**config.mk**
```make
export PLATFORM = sky130hd
export DESIGN_NAME = night_phase_gen
export DESIGN_NICKNAME = d
export VERILOG_FILES = /design/src/rtl/night_phase_gen.sv
export SDC_FILE = /design/constraint.sdc
export NUM_CORES = 1
export LEC_CHECK = 0
export CORE_MARGIN = 4
export CORE_UTILIZATION = 61
export CTS_CLUSTER_SIZE = 20
export DETAILED_ROUTE_END_ITERATION = 7
export DONT_BUFFER_PORTS = 1
export PLACE_DENSITY = 0.77
export SLEW_MARGIN = 0
export SYNTH_ARGS = -nofsm -noshare
export SYNTH_HDL_FRONTEND = slang
export SYNTH_SLANG_ARGS = --single-unit
```
**constraint.sdc**
```tcl
create_clock -name clk -period 1.8 [get_ports clk]
set_input_delay 0.09 -clock clk [delete_from_list [all_inputs] [get_ports clk]]
set_output_delay 0.09 -clock clk [all_outputs]
set_load 0.005 [all_outputs]
```
**src/rtl/night_phase_gen.sv**
```systemverilog
// rtl/night_phase_gen.sv - LDR debounce, day/night decision and night phase sequencer (optional TD_OVERRIDE_EN)
module night_phase_gen #(
    parameter int DEBOUNCE        = 4,
    parameter int TICKS_PER_PHASE = 8
) (
    input  logic       clk,
    input  logic       rst,
    input  logic       tick,
    input  logic [2:0] ldr,
`ifdef TD_OVERRIDE_EN
    input  logic       ovr_en,
    input  logic [1:0] ovr_td,
`endif
    output logic [2:0] day,
    output logic [1:0] TD,
    output logic       night,
    output logic       phase_pulse
);

    localparam int PW = (TICKS_PER_PHASE > 1) ? $clog2(TICKS_PER_PHASE) : 1;
    localparam logic [PW-1:0] PCNT_LAST = PW'(TICKS_PER_PHASE - 1);
    localparam logic [3:0]    DB_FULL   = 4'(DEBOUNCE);

    typedef enum logic [1:0] {
        DAY        = 2'd0,
        NIGHT_RUN  = 2'd1,
        NIGHT_HOLD = 2'd2
    } state_t;

    state_t        state;
    logic [2:0]    cand;
    logic [3:0]    dcnt;
    logic [PW-1:0] pcnt;
    logic [1:0]    td_q;
    logic          pulse_q;
    logic          daylight;

    assign daylight = (day == 3'b111);

    // Debounce: a new sensor pattern must be seen on DEBOUNCE consecutive ticks before day follows it
    always_ff @(posedge clk or negedge rst) begin
        if (!rst) begin
            cand <= 3'b111;
            dcnt <= DB_FULL;
            day  <= 3'b111;
        end else if (tick) begin
            if (ldr != cand) begin
                cand <= ldr;
                dcnt <= 4'd1;
            end else if (dcnt < DB_FULL) begin
                dcnt <= dcnt + 4'd1;
                if (dcnt + 4'd1 == DB_FULL) begin
                    day <= cand;
                end
            end
        end
    end

    // Day/night FSM with phase counter; dawn wins over a coincident phase advance
    always_ff @(posedge clk or negedge rst) begin
        if (!rst) begin
            state   <= DAY;
            td_q    <= 2'b00;
            night   <= 1'b0;
            pcnt    <= '0;
            pulse_q <= 1'b0;
        end else begin
            pulse_q <= 1'b0;
            case (state)
                DAY: begin
                    if (!daylight) begin
                        state <= NIGHT_RUN;
                        night <= 1'b1;
                        td_q  <= 2'b00;
                        pcnt  <= '0;
                    end
                end
                NIGHT_RUN: begin
                    if (daylight) begin
                        state <= DAY;
                        night <= 1'b0;
                        td_q  <= 2'b00;
                        pcnt  <= '0;
                    end else if (tick) begin
                        if (pcnt == PCNT_LAST) begin
                            pcnt    <= '0;
                            td_q    <= td_q + 2'd1;
                            pulse_q <= 1'b1;
                            if (td_q == 2'd2) begin
                                state <= NIGHT_HOLD;
                            end
                        end else begin
                            pcnt <= pcnt + 1'b1;
                        end
                    end
                end
                NIGHT_HOLD: begin
                    if (daylight) begin
                        state <= DAY;
                        night <= 1'b0;
                        td_q  <= 2'b00;
                        pcnt  <= '0;
                    end
                end
                default: begin
                    state <= DAY;
                    night <= 1'b0;
                    td_q  <= 2'b00;
                    pcnt  <= '0;
                end
            endcase
        end
    end

`ifdef TD_OVERRIDE_EN
    logic       ovr_q;
    logic [1:0] ovr_td_q;

    // Maintenance override is registered so TD stays free of input-to-output paths
    always_ff @(posedge clk or negedge rst) begin
        if (!rst) begin
            ovr_q    <= 1'b0;
            ovr_td_q <= 2'b00;
        end else begin
            ovr_q    <= ovr_en;
            ovr_td_q <= ovr_td;
        end
    end

    assign TD          = ovr_q ? ovr_td_q : td_q;
    assign phase_pulse = pulse_q & ~ovr_q;
`else
    assign TD          = td_q;
    assign phase_pulse = pulse_q;
`endif

endmodule

```
==> results.md <==
* Part of the power in registers at 0.528
* Crit Path Class: flop to flop
* Core box area at around 1700 um2
* CP Launch Type: flop
* Final worst path period share at 0.8621
* CP arrival at around 1800 ps
* Post-synthesis area per instance at 11.02 um2
* Pin count of the biggest net entering global routing at 20
* Pint at ~0.76 mW
* Clock Power Share at 0.187
* Worst Path Required at ~2000 ps
* CTS buffer count at 3
* Asr flop ratio synth at 1.000
* WHS at 5.637 ps
* Worst-skew pair later-pin latency at approximately 300 ps
* Hold Fails Final Rpt at 0
* Combinational power share at 0.284
* Worst path cell trace: ha_1 > ha_1 > nand2_1 > or4_1 > o221ai_1
* Register area share after synthesis at 0.4438
* Setup Skew at about 3.3 ps
* Wire length per cell at approximately 15 um
* Post-synth EDFFs at 0
* Switching part of the total at 0.3392
* TNS Setup at 0 ps
* Cell variety after synth at 35
* Post-CTS sizing at 0
* Vias in the first global route at 830
* Setup crit end kind: flop
* Hold WC Path Type: input pin to flop
* Initial core utilization at 0.6388
* First-pass GRT wire length at around 3600 um
* Yosys reg bits at 19
* Die X at slightly above 50 um
* Clock Pin Slew Worst Setup and Hold Paths at between 100 and 150 ps
* Netlist Area Pre-Place at 1091 um2
* Slew margin rel. at 0.4602
* Status: finished, final reports clean
* CP peak stage delay at ~500 ps
* Worst-path cell with the longest stage delay: or4_1
* RSZ-0062 raised after global routing: no
* GRT Resource Usage Total at 0.1934
* Grt total ovfl at 0
* Fin. max-slew vios at 0
* Fill count at around 120
* Initial antenna violation count at 0
* Layout Area Growth over Synthesis at 10.44%
* H-tree depth at 1
* Final setup margin at 248.2 ps
* Rows at 15
* Setup slack at placement at around 280 ps
* I/O Buffers at 0
* Cells after Synth at 99
* Iteration-0 DRC Markers at 6
* Number of remaining DRC errors at 0
* # diodes at 0
* Post-Route WL at ~2000 um
* Register area at a little under 500 um2
* Total die area at roughly 2500 um2
* Switching power at 0.3889 mW
* Most frequently used flop master after synthesis: dfrtp_1
* Number of routed nets with antenna violations at 0
* Multi-input gate area at approximately 560 um2
* Drt pass-1 iters at 4
* CTS tree: done
* Syn Nets at approximately 110
* Postcts setup bufs at 0
* Vias per cell at between 5 and 6
* Clock sink count at 19
* MaxCap Viol Count at 0
* Max VDD drop at around 0.00076 V
* Leakage power at roughly 0.53 nW
* Share of cells above drive strength 1 at 0.2130
* Peak Freq at 644.4 MHz
* Worst Max-Slew Pin Slew at approximately 800 ps
* Most common cell on crit path: ha_1
* CTS Buffer Depth at 2
* CP max FO at 5
* Root Driver: clkbuf_4
* Num ports at 13
* Nets at 123
* Die H at ~50 um
* Pwr dens at around 950 nW/um2
* Layout Utilization at 0.7055
* RePlAce Congestion at 0.8207
* Endpoints failing setup at 0
* Via Count at 776
* Tmin final at 1552 ps
* Detailed-placement wirelength estimate at 1471 um
* Yosys warns at 0
## worst paths after layout
kind,startpoint,depth (start not counted),endpoint,slack [ps]
worst max-delay path,pcnt[0]$_DFFE_PN0P_,5,TD[1]$_DFFE_PN0P_,250
worst min-delay path,tick,2,dcnt[0]$_DFFE_PN0P_,6
worst max register to register,pcnt[0]$_DFFE_PN0P_,5,TD[1]$_DFFE_PN0P_,250
worst min register to register,dcnt[1]$_DFFE_PN0P_,1,dcnt[1]$_DFFE_PN0P_,550
max in group asynchronous,rst,1,dcnt[0]$_DFFE_PN0P_,990
min in group asynchronous,rst,1,phase_pulse$_DFF_PN0_,310
## registers in the layout, indices dropped and copies added, names as in the netlist
name,flops
phase_pulse,1
pcnt,3
dcnt,4
day,3
state,2
TD,2
night,1
cand,3
## metrics by stage
step | total power [mW] | area (um2) | cells
after global placement | 0.8988 | 1127 | 124
after global routing | 1.244 | 1205 | 133
after CTS | 1.152 | 1205 | 133
final | 1.147 | 1205 | 133
after floorplan | 0.8511 | 1091 | 99
after detailed placement | 0.9173 | 1127 | 124
## logic make-up after synthesis
family | count (synthesis) | share of synthesized area
XOR/XNOR | 3 | 0.04473
buffers and inverters | 12 | 0.04358
AND/OR/NAND/NOR | 30 | 0.1640
multiplexers | 7 | 0.07110
flip-flops | 19 | 0.4438
AO/OA/AOI/OAI | 20 | 0.1411
adder cells (fa/ha/maj) | 8 | 0.09175
## cell usage after synthesis (2+ instances only)
master     instances  area (um2)
buf_2              2       10.01
or4_1              2       15.01
a21oi_1            3       15.01
dfrtp_1           12       300.3
o211ai_1           2       15.01
nor2_1             3       11.26
mux2_1             3       33.78
ha_1               8       100.1
nand4_1            3       18.77
inv_1             10       37.54
a31oi_1            2       12.51
mux2_2             3       33.78
a2bb2oi_1          2       17.52
nand2_1            7       26.28
o221ai_1           3       26.28
dfstp_2            7       183.9
xnor2_2            3       48.80
nand3_1            7       35.03
## layout make-up
| type | instances | share of cell area |
|---|---|---|
| Sequential cell | 19 | 0.4019 |
| Clock inverter | 1 | 0.004154 |
| Timing Repair Buffer | 7 | 0.05400 |
| Inverter | 10 | 0.03115 |
| Tap cell | 25 | 0.02596 |
| Multi-Input combinational cell | 68 | 0.4642 |
| Clock buffer | 3 | 0.01869 |
## layer usage
| metal | track usage | share of wire |
|---|---|---|
| met1 | 0.2365 | 0.44 |
| met2 | 0.3283 | 0.50 |
| met4 | 0.08072 | 0.014 |
| met5 | 0 | 0 |
| met3 | 0.04154 | 0.046 |
## critical path, delay by kind of cell, from the launching register on
kind | cells | cell delay, ps
compound gates | 1 | 90
flops | 1 | 420
fa+ha+maj | 2 | 350
simple gates | 2 | 610
## power groups by stage
stage / clock (mW) / combinational (mW) / sequential [mW]
2_1_floorplan: 0 / 0.259 / 0.592
3_3_place_gp: 0 / 0.292 / 0.606
3_5_place_dp: 0 / 0.304 / 0.613
4_1_cts: 0.223 / 0.324 / 0.605
5_1_grt: 0.244 / 0.383 / 0.617
6_report: 0.215 / 0.326 / 0.606
## cells in the final DEF, fill, tap and decap left out, drive strengths merged, types with 3 or more instances in the layout
cell,n
dfrtp,12
inv,10
ha,8
nand3,7
nand2,7
dfstp,7
mux2,6
dlygate4sd3,5
nand4,4
nor2,3
a21oi,3
xnor2,3
o221ai,3
clkbuf,3
o211ai,3
## what timing repair did
| item | CTS | global route |
|---|---|---|
| hold buffers | 5 | 0 |
| hold endpoints to repair | 26 | 0 |
| setup endpoints to repair | 0 | 0 |
Power figures use the tool's default switching activity.
